<file path="config.mk">
export PLATFORM = sky130hd
export DESIGN_NAME = vga_scan
export DESIGN_NICKNAME = d
export VERILOG_FILES = /design/src/rtl/vga_scan.sv
export SDC_FILE = /design/constraint.sdc
export NUM_CORES = 1
export LEC_CHECK = 0
export BUFFER_PORTS_ARGS = -buffer_cell sky130_fd_sc_hd__buf_2
export CORE_ASPECT_RATIO = 0.7
export CORE_UTILIZATION = 28
export DETAILED_ROUTE_END_ITERATION = 7
export GPL_ROUTABILITY_DRIVEN = 0
export SYNTH_ARGS = -nofsm -noshare
export SYNTH_HDL_FRONTEND = slang
export SYNTH_SLANG_ARGS = --single-unit
</file>
<file path="constraint.sdc">
create_clock -name pix_clk -period 1.8 [get_ports pix_clk]
set_clock_uncertainty 0.15 [all_clocks]
set_input_delay 0.18 -clock pix_clk [delete_from_list [all_inputs] [get_ports pix_clk]]
set_output_delay 0.18 -clock pix_clk [all_outputs]
set_load 0.01 [all_outputs]
</file>
<file path="src/rtl/vga_scan.sv">
// 640x480 VGA scan generator showing a 256x240 frame buffer at 2x with 64-pixel side borders.
// Define VGA_BORDER_COLOR_EN to drive BORDER_RGB in the visible area outside the picture window.
module vga_scan #(
  parameter logic [8:0] BORDER_RGB = 9'h000,
  parameter int         H_VIS      = 640,
  parameter int         H_FP       = 16,
  parameter int         H_SYNC     = 96,
  parameter int         H_BP       = 48,
  parameter int         V_VIS      = 480,
  parameter int         V_FP       = 10,
  parameter int         V_SYNC     = 2,
  parameter int         V_BP       = 33
) (
  input  logic       pix_clk,
  input  logic       reset_n,
  input  logic [8:0] rgb,
  output logic [7:0] pix_ptr_x,
  output logic [7:0] pix_ptr_y,
  output logic [2:0] vga_r,
  output logic [2:0] vga_g,
  output logic [2:0] vga_b,
  output logic       hsync,
  output logic       vsync,
  output logic       vga_de,
  output logic       vblank,
  output logic       frame_start
);

  localparam int H_TOT  = H_VIS + H_FP + H_SYNC + H_BP;
  localparam int V_TOT  = V_VIS + V_FP + V_SYNC + V_BP;
  localparam int HS_BEG = H_VIS + H_FP;
  localparam int HS_END = HS_BEG + H_SYNC;
  localparam int VS_BEG = V_VIS + V_FP;
  localparam int VS_END = VS_BEG + V_SYNC;
  localparam int WIN_X0 = 64;
  localparam int WIN_X1 = 576;

`ifdef VGA_BORDER_COLOR_EN
  localparam logic [8:0] BORDER = BORDER_RGB;
`else
  localparam logic [8:0] BORDER = BORDER_RGB & 9'h000;
`endif

  typedef struct packed {
    logic hs;
    logic vs;
    logic de;
    logic win;
  } ctl_t;

  localparam ctl_t CTL_RST = '{hs: 1'b1, vs: 1'b1, de: 1'b0, win: 1'b0};

  logic [9:0] r_h_cnt, r_v_cnt;
  ctl_t       r_ctl_d1;
  logic       r_hs, r_vs, r_de;
  logic [8:0] r_col;

  logic       w_h_vis, w_v_vis, w_win;
  ctl_t       w_ctl;
  logic [8:0] w_col;

  always_ff @(posedge pix_clk or negedge reset_n) begin
    if (!reset_n) begin
      r_h_cnt <= '0;
      r_v_cnt <= '0;
    end else if (r_h_cnt == 10'(H_TOT - 1)) begin
      r_h_cnt <= '0;
      r_v_cnt <= (r_v_cnt == 10'(V_TOT - 1)) ? 10'd0 : r_v_cnt + 10'd1;
    end else begin
      r_h_cnt <= r_h_cnt + 10'd1;
    end
  end

  assign w_h_vis = (r_h_cnt < 10'(H_VIS));
  assign w_v_vis = (r_v_cnt < 10'(V_VIS));
  assign w_win   = (r_h_cnt >= 10'(WIN_X0)) && (r_h_cnt < 10'(WIN_X1)) && w_v_vis;

  always_comb begin
    w_ctl     = CTL_RST;
    w_ctl.hs  = !((r_h_cnt >= 10'(HS_BEG)) && (r_h_cnt < 10'(HS_END)));
    w_ctl.vs  = !((r_v_cnt >= 10'(VS_BEG)) && (r_v_cnt < 10'(VS_END)));
    w_ctl.de  = w_h_vis && w_v_vis;
    w_ctl.win = w_win;
  end

  // Each frame-buffer pixel spans two columns and two rows of the scan.
  assign pix_ptr_x   = w_win ? 8'((r_h_cnt - 10'(WIN_X0)) >> 1) : 8'd0;
  assign pix_ptr_y   = w_win ? 8'(r_v_cnt >> 1) : 8'd0;
  assign vblank      = !w_v_vis;
  assign frame_start = (r_h_cnt == 10'd0) && (r_v_cnt == 10'(V_VIS));

  // Stage 1 waits for the frame buffer read; stage 2 merges the returned pixel.
  always_comb begin
    w_col = 9'h000;
    if (r_ctl_d1.win)     w_col = rgb;
    else if (r_ctl_d1.de) w_col = BORDER;
  end

  always_ff @(posedge pix_clk or negedge reset_n) begin
    if (!reset_n) begin
      r_ctl_d1 <= CTL_RST;
      r_hs     <= 1'b1;
      r_vs     <= 1'b1;
      r_de     <= 1'b0;
      r_col    <= '0;
    end else begin
      r_ctl_d1 <= w_ctl;
      r_hs     <= r_ctl_d1.hs;
      r_vs     <= r_ctl_d1.vs;
      r_de     <= r_ctl_d1.de;
      r_col    <= w_col;
    end
  end

  assign hsync  = r_hs;
  assign vsync  = r_vs;
  assign vga_de = r_de;
  assign vga_r  = r_col[8:6];
  assign vga_g  = r_col[5:3];
  assign vga_b  = r_col[2:0];

endmodule

</file>
==> metrics.txt, run 1 <==
outcome finished, violations left; failing checks negative setup slack; Worst-Margin Slew 391.9 ps; peak supply drop 0.3077 mV; critical-path cell list nor4_4 -> a311oi_2 -> a211oi_2 -> buf_4 -> and2_4 -> buf_6; CTS sink cnt 36; fin cells 331; Fin. Hold Viols 0; DR DRC count 0; FF+latch count, synth 36; Slew Limit Fails 0; relative slew slack around three quarters; register area share after synthesis 50.70%; post-synth top area share between 40 and 50%; Crit path max-delay family simple AND/OR/NAND/NOR gates; Pleak 1.356 nW; WL/cell 13.15 um; Antenna diodes 0; Worst Setup Path Type reg -> out; critical path capture point type output port; number of global-route vias before repair 1432; clk slew on worst S/H paths 80 ps; syn avg cell area ~11 um2; Final min period about 2200 ps; Area contributors post-synth dfrtp_1, and2_1, ha_1; layout cells sized above 1 48.83%; Final setup violation count 21; Worst path max stage delay 420 ps; Mapped Nets 189; CP startpoint kind register; antenna viol nets, final 0; Yosys warning total 0; Die Span Y 68.84 um; Post-Route WL 4353 um; NumNets Final 275; number of distinct library cells after synthesis 42; GRT Util Overall 13.48%; Skew-Pair Late Insertion Delay between 200 and 300 ps; CP required approximately 1500 ps; CP max FO 8; power density over the cells 569.0 mW/mm2; adder-cell share of the synthesized area 6.303%; Synth area leader dfrtp_1; Max-Cap Viols 0; final period utilization 123.7%; simple-gate share of the synthesized area 25.77%; first-pass GRT wire length slightly below 7000 um; mux share of post-synthesis cell area 1.190%; Synth Cell Area ~0.0018 mm2; vias per inst roughly 4.6; CTS Buf Count 5; largest net degree at the start of global routing 37; worst path bufs/invs 2; synthesized instance count about 170; die width 97.48 um; critical path arrival 1900 ps; clk buf depth 2; slowest CP cell dfrtp_1; Synth-to-Final Area Change 55.04%; CTS tree yes; hpwl dp 3043 um; initial antenna violation count 0; IO Port Bufs 40; # IOs a little over 40; die footprint approximately 0.0067 mm2; gr ovfl total 0; unrepaired setup endpoints after global routing true; placed insts between 300 and 400; # H-tree levels 2; drt first pass iters 4; largest family of logic cells by synthesized area simple AND/OR/NAND/NOR gates; max frequency 449.1 MHz; Hold Path Class reg -> reg; fin worst setup slack -426.6 ps; fin util 46.73%; # rows 23; Placeable Area between 0.005 and 0.006 mm2; Vias 1524; DR iter-0 viols 80; Synth Area in XOR/XNOR 4.412%; Initial Util 30.14%; Compound-Gate Fraction of Synth Area under 10%; clock tree root buffer cell clkbuf_8
==> layout make-up <==
cell class / count / area, um2
fill: 551 / 3158
sequential: 36 / 907.1
clock buffer: 5 / 68.82
clock inverter: 3 / 42.54
tap: 75 / 93.84
multi-input combinational: 117 / 928.4
timing repair buffer: 87 / 699.4
inverter: 8 / 30.03
==> routing by layer <==
metal,global-route usage [%],part of all wire (%)
met4,4.044,1.3
met3,3.931,4.7
met1,18.02,50
met2,21.42,44
met5,0,0
==> worst register-to-register path, stage by stage, from the launching register on <==
cell	delay, ps
dfrtp_1	420
inv_2	100
ha_4	140
nand4b_1	140
buf_4	180
nor4_4	350
nand3_1	150
xnor2_1	140
==> placed cells by master (no fill, tap or decap), types with 3 or more instances in the layout <==
| cell type | Yosys | routed |
|---|---|---|
| buf_4 | 0 | 32 |
| dfrtp_1 | 32 | 31 |
| buf_2 | 5 | 25 |
| buf_6 | 1 | 19 |
| and2_4 | 0 | 14 |
| dlygate4sd3_1 | 0 | 10 |
| and2_1 | 23 | 9 |
| nor2_1 | 10 | 9 |
| nand2_1 | 7 | 7 |
| nand3_1 | 7 | 7 |
| inv_1 | 8 | 6 |
| nand4_1 | 6 | 6 |
| xnor2_1 | 6 | 6 |
| ha_1 | 9 | 6 |
| o21ai_0 | 7 | 5 |
| clkbuf_8 | 0 | 5 |
| dfstp_2 | 4 | 4 |
| xor2_1 | 3 | 3 |
| and3_1 | 3 | 3 |
==> flip-flops by register name, summed over array words and instances, names as in the netlist <==
| register | flops |
|---|---|
| r_h_cnt | 10 |
| r_v_cnt | 10 |
| r_col | 9 |
| r_ctl_d1 | 4 |
| hsync | 1 |
| vga_de | 1 |
| vsync | 1 |
==> stage by stage <==
stage | worst slack, ps | cell area (um2) | hold WS [ps] | total power, mW | TNS, ps
3_3_place_gp | -94.87 | 2325 | 9.117 | 0.8560 | -1230
2_1_floorplan | -12.30 | 1821 | -265.6 | 0.8244 | -24.60
6_report | -426.6 | 2770 | 204.1 | 1.576 | -6675
4_1_cts | -472.1 | 2673 | 208.0 | 1.599 | -7351
3_5_place_dp | -159.0 | 2325 | 11.52 | 0.8564 | -2282
5_1_grt | -538.7 | 2770 | 205.7 | 1.646 | -9644
==> cells by family (layout without fill, tap and decap cells) <==
logic type,Yosys count,after routing
AO/OA/AOI/OAI,20,20
XOR/XNOR,9,9
adder cells (fa/ha/maj),9,9
buffers and inverters,16,103
flip-flops,36,36
multiplexers,2,2
AND/OR/NAND/NOR,77,77
==> synth_stat cells <==
cell,n
o2111ai_1,1
and4_1,2
a211oi_2,1
nand2b_1,3
buf_6,1
nand4_2,1
inv_1,8
a22o_1,1
o21a_1,2
nor4_2,2
o21ai_0,7
or2_2,1
xor2_1,3
nor3b_1,2
a31oi_1,2
and2_1,23
nand4b_1,1
a21boi_0,1
mux2i_1,1
nor2b_1,1
nand4_1,6
xnor2_1,6
mux2_2,1
buf_2,5
nor4_1,3
clkbuf_1,2
nor4b_1,1
a21oi_1,2
ha_1,9
nand3_1,7
or3_1,1
o22ai_1,1
nor2_2,1
a311oi_1,1
a2bb2oi_1,1
dfstp_2,4
nor2_1,10
or2_0,1
nor3_1,1
and3_1,3
nand2_1,7
dfrtp_1,32
==> path summary, 6_finish.rpt <==
path | from | slack, ps | endpoint | cells past startpoint
min in group asynchronous | reset_n | 230 | r_col[4] | 3
max in group asynchronous | reset_n | 1020 | vsync | 3
min reg2reg | r_ctl_d1[1] | 200 | vga_de | 0
max | r_h_cnt[5] | -430 | pix_ptr_y[3] | 6
min | r_ctl_d1[1] | 200 | vga_de | 0
max reg2reg | r_h_cnt[6] | -70 | r_v_cnt[7] | 7
==> power breakdown <==
group | total, mW | leakage [nW] | switching [mW] | internal, mW
clock | 0.721 | 0.0541 | 0.311 | 0.410
combinational | 0.0468 | 0.839 | 0.0208 | 0.0260
sequential | 0.809 | 0.463 | 0 | 0.809
total | 1.58 | 1.36 | 0.331 | 1.24
==> repair_timing <==
action                                  4_1_cts  5_1_grt
endpoints found under the setup margin       24       26
endpoints found under the hold margin        45        0
setup buffers                                 2        2
pin swaps                                    12       13
gates resized for setup                      23       21
hold buffers                                 10        0
No activity file was read; power rests on OpenSTA's default activity.
==> run 2, diff against run 1 <==
==> constraint.sdc (replaced) <==
create_clock -name pix_clk -period 2.8 [get_ports pix_clk]
set_clock_uncertainty 0.15 [all_clocks]
set_input_delay 0.28 -clock pix_clk [delete_from_list [all_inputs] [get_ports pix_clk]]
set_output_delay 0.28 -clock pix_clk [all_outputs]
set_load 0.01 [all_outputs]
==> run 2 against run 1 <==
Net effect: the flow now finishes without violations; sequential cell count unchanged; critical endpoint is now pix_ptr_x[4]; hold slack got worse by 160 ps; non-clock buffer count decreased by 44; largest power group unchanged; final area fell by 22%; final cell count down 13%; core utilization fell by 10 points; sequential share of layout area rose by 8.9 points.
==> metrics.txt, run 2 (synthesis gave the netlist of run 1 again) <==
pre-CTS WS 483.9 ps (+642.9 ps); most common cell after layout, fill and taps aside buf_2; outcome finished, final reports clean; Antenna diodes 0 (unchanged); first-pass GRT wire length 6499 um (-6.1%); Fin Setup TNS 0 ps (+6675 ps); final period utilization 92.24%; slowest CP cell dfrtp_1; Pleak 1.083 nW (-20%); DR iter-0 viols 56 (-30%); antenna viol nets, final 0 (unchanged); CTS sink cnt 36 (unchanged); max frequency 387.2 MHz; clk buf depth 2 (unchanged); hpwl dp 2850 um (-6.3%); WL/cell 13.76 um (+4.6%); Initial Util 30.14% (unchanged); # IOs 41 (unchanged); layout cells sized above 1 28.77% (-20 points); Fin. Hold Viols 0 (unchanged); Post-Route WL 3948 um (-9.3%); drt first pass iters 4 (unchanged); CTS Buf Count 5 (unchanged); Synth-to-Final Area Change 21.64%; largest net degree at the start of global routing 37 (unchanged); Worst path max stage delay 430 ps (about the same); critical path capture point type output port; peak supply drop 0.1879 mV (-39%); power density over the cells 458.5 mW/mm2 (-19%); CTS tree yes; initial antenna violation count 0 (unchanged); GRT Util Overall 12.59% (-0.89 points); Hold Path Class in -> reg; critical path arrival 2150 ps (+250 ps); number of global-route vias before repair 1284 (-10%); post_cts resized 0 (-100%); Crit path max-delay family buffers and inverters; CP required 2370 ps (+900 ps); Slew Limit Fails 0 (unchanged); vias per inst 4.700 (+2.1%); Final min period 2583 ps; Worst-Margin Slew 826.3 ps (+434.4 ps); most frequent cells in the layout buf_2, dfrtp_1, and2_1, nor2_1, ha_1; relative slew slack 44.91% (-29 points); Skew-Pair Late Insertion Delay 290 ps (about the same); setup bufs post-CTS 0 (-2); # H-tree levels 2 (unchanged); Final setup violation count 0 (-100%); Die Span Y 68.84 um (unchanged); gr ovfl total 0 (unchanged); clock tree root buffer cell clkbuf_8; # rows 23 (unchanged); Max-Cap Viols 0 (unchanged); clk slew on worst S/H paths 80 ps (about the same); CP max FO 11 (+3); Worst Setup Path Type reg -> out; Vias 1349 (-11%); Placeable Area 0.005928 mm2 (unchanged); fin util 36.66% (-10 points); biggest regs r_h_cnt (10), r_v_cnt (10), r_col (9); CP startpoint kind register; unrepaired setup endpoints after global routing false; critical-path cell list inv_1 -> ha_1 -> nand2b_1 -> a311oi_1 -> a211oi_2 -> buf_4 -> and2_1 -> buf_2; die width 97.48 um (unchanged); fin worst setup slack 217.2 ps (+643.8 ps); DR DRC count 0 (unchanged); NumNets Final 231 (-16%); die footprint 0.006710 mm2 (unchanged); IO Port Bufs 40 (unchanged); worst path bufs/invs 3 (+1)
-- run 2: final timing paths --
check | from | end | slack [ps] | depth (start not counted)
max in group asynchronous | reset_n | r_v_cnt[2] | 1500 | 2
setup reg to reg | r_h_cnt[6] | r_v_cnt[3] | 580 | 7
hold reg to reg | r_ctl_d1[1] | vga_de | 200 | 0
hold / removal | rgb[1] | r_col[1] | 50 | 2
min in group asynchronous | reset_n | r_h_cnt[4] | 480 | 2
setup / recovery | r_h_cnt[6] | pix_ptr_x[4] | 220 | 8
-- run 2: power breakdown --
part	internal [mW]	switching, mW
logic	0.00567	0.0116
registers	0.520	0
clock network	0.264	0.196
total	0.789	0.207
-- run 2: metal layers --
layer / share of wire [%] / wire [um] / GRT usage (%)
met1: 51 / 2025 / 17.00
met2: 40 / 1560 / 18.97
met3: 7.6 / 299 / 4.234
met4: 1.6 / 63 / 4.412
met5: 0 / 0 / 0
-- run 2: layout make-up --
type                    instances  area, um2
multi-input cells             117      807.0
clock inverters                 3      42.54
clock buffers                   5      68.82
fillers                       603       3755
inverters                       8      30.03
repair buffers                 43      225.2
well taps                      75      93.84
flip-flops and latches         36      905.9
-- run 2: what timing repair did --
action | in CTS | in global routing
hold endpoints to repair | 32 | 0
hold buffers | 1 | 0
endpoints found under the setup margin | 0 | 5
-- run 2: per-stage QoR --
stage               power, mW  area [um2]  std cells  hold slack [ps]
floorplan              0.5300        1787        169           -165.6
global placement       0.5473        2052        278            186.4
detailed placement     0.5471        2052        278            186.3
CTS                     1.009        2173        287            42.51
global route            1.038        2173        287            43.42
finish                 0.9964        2173        287            48.37
==> run 3, diff against run 2 <==
==> constraint.sdc (replaced) <==
create_clock -name pix_clk -period 2.8 [get_ports pix_clk]
set_clock_uncertainty 0.15 [all_clocks]
set_input_delay 0.7 -clock pix_clk [delete_from_list [all_inputs] [get_ports pix_clk]]
set_output_delay 0.7 -clock pix_clk [all_outputs]
set_load 0.01 [all_outputs]
==> run 3 against run 2 <==
Net effect: non-clock buffer count rose by 9; register-to-register slack improved by 90 ps; final cell count rose by 3.1%; first-iteration DRC count fell by 25%; sequential share of layout area fell by 1.2 points; combinational power fell by 8%; highest routed layer unchanged; wire length rose by 0.73%.
==> metrics.txt, run 3 (synthesis gave the netlist of run 1 again) <==
WL/cell 13.44 um (-2.3%); power density over the cells 404.0 mW/mm2 (-12%); GRT Util Overall 12.90% (+0.31 points); placed insts 284 (+2.2%); Hold Buf Count CTS 0 (-1); DR DRC count 0 (unchanged); relative slew slack 46.86% (+1.9 points); critical path capture point type output port; Pleak 1.124 nW (+3.8%); clock tree root buffer cell clkbuf_8; Final min period 2703 ps (+120.2 ps); critical-path cell list buf_4 -> ha_2 -> a311oi_2 -> a211oi_2 -> buf_4 -> and2_1 -> buf_2; Initial Util 30.14% (unchanged); layout cells sized above 1 34.84% (+6.1 points); CTS sink cnt 36 (unchanged); gr ovfl total 0 (unchanged); hpwl dp 2861 um (+0.35%); die footprint 0.006710 mm2 (unchanged); most used cell, CP buf_4; most frequent cells in the layout buf_2, dfrtp_1, and2_1, buf_4, nor2_1; Worst-Margin Slew 797.1 ps (-29.13 ps); Worst path max stage delay 410 ps (-20 ps); Worst Setup Path Type reg -> out; CTS Buf Count 5 (unchanged); unrepaired setup endpoints after global routing true; largest net degree at the start of global routing 37 (unchanged); max frequency 370.0 MHz (-4.4%); slowest CP cell dfrtp_1; antenna viol nets, final 0 (unchanged); outcome finished, final reports clean; drt first pass iters 4 (unchanged); DR iter-0 viols 42 (-25%); Slew Limit Fails 0 (unchanged); Die Span Y 68.84 um (unchanged); Post-Route WL 3977 um (+0.73%); clk buf depth 2 (unchanged); # H-tree levels 2 (unchanged); Placeable Area 0.005928 mm2 (unchanged); IO Port Bufs 40 (unchanged); initial antenna violation count 0 (unchanged); number of global-route vias before repair 1370 (+6.7%); most common cell after layout, fill and taps aside buf_2; CP max FO 11 (unchanged); CTS tree yes; Skew-Pair Late Insertion Delay 290 ps (about the same); Hold Path Class reg -> reg; Tot Pwr 0.9043 mW (-9.2%); vias per inst 4.679 (-0.45%); fin cells 296 (+3.1%); Synth-to-Final Area Change 25.28%; biggest regs r_h_cnt (10), r_v_cnt (10), r_col (9); die width 97.48 um (unchanged); Fin. Hold Viols 0 (unchanged); Antenna diodes 0 (unchanged); # rows 23 (unchanged); critical path arrival 1850 ps (-300 ps); Vias 1385 (+2.7%); NumNets Final 240 (+3.9%); CP startpoint kind register; clk slew on worst S/H paths 80 ps (about the same); final period utilization 96.54% (+4.3 points); Final setup violation count 0 (unchanged); first-pass GRT wire length 6644 um (+2.2%); CP required 1950 ps (-420 ps); # IOs 41 (unchanged); peak supply drop 0.1661 mV (-12%); Max-Cap Viols 0 (unchanged)
-- run 3: changes by cell type in the layout (fill, tap and decap cells not counted), sizes merged --
cell         before  now
buf              42   52
bufinv            1    0
clkinv            1    3
clkinvlp          1    0
dlygate4sd3       1    0
-- run 3: timing repair --
action,in CTS,in global routing
buffers inserted,2,2
gates resized for setup,4,4
pin swaps,0,3
endpoints found under the setup margin,16,16
-- run 3: cell type report --
cell class,instances,area [um2]
fillers,591,3690
flip-flops and latches,36,905.9
multi-input cells,117,830.8
repair buffers,52,290.3
well taps,75,93.84
clock buffers,5,68.82
inverters,8,30.03
clock inverters,3,18.77
-- run 3: power breakdown --
group          internal, mW  total, mW  switching [mW]
sequential            0.520      0.520               0
combinational       0.00479     0.0160          0.0112
clock                 0.173      0.369           0.195
-- run 3: worst paths after layout --
kind	start	endpoint	slack, ps	depth (start not counted)
setup / recovery	r_h_cnt[6]	pix_ptr_x[5]	100	7
hold / removal	r_ctl_d1[3]	hsync	210	0
setup reg to reg	r_h_cnt[6]	r_v_cnt[4]	670	7
hold reg to reg	r_ctl_d1[3]	hsync	210	0
max in group asynchronous	reset_n	r_v_cnt[2]	1650	1
min in group asynchronous	reset_n	r_col[4]	350	1
-- run 3: critical path, delay by kind of cell (launching register included) --
kind / cells / cell delay [ps]
buffers and inverters: 3 / 480
DFF: 1 / 410
AOI/OAI and AO/OA: 2 / 330
adders and majority gates: 1 / 180
and+or+nand+nor: 1 / 160
-- run 3: per-stage QoR --
step / TNS [ps] / setup WS, ps / hold slack [ps] / instance area [um2] / utilization, %
global placement: 0 / 227.0 / 185.5 / 2097 / 35.37
CTS: 0 / 19.20 / 207.3 / 2215 / 37.36
floorplan: 0 / 385.4 / 181.2 / 1787 / -
global route: -168.3 / -31.54 / 216.7 / 2238 / 37.76
detailed placement: 0 / 198.3 / 196.8 / 2097 / 35.37
finish: 0 / 97.00 / 206.7 / 2238 / 37.76
-- run 3: per-layer routing --
layer,GRT usage (%),vias to the layer above,part of all wire (%)
met3,3.931,5,6.2
met5,0,-,0
met1,17.24,657,50
met4,3.860,0,0.75
li1,-,682,-
met2,20.37,41,43
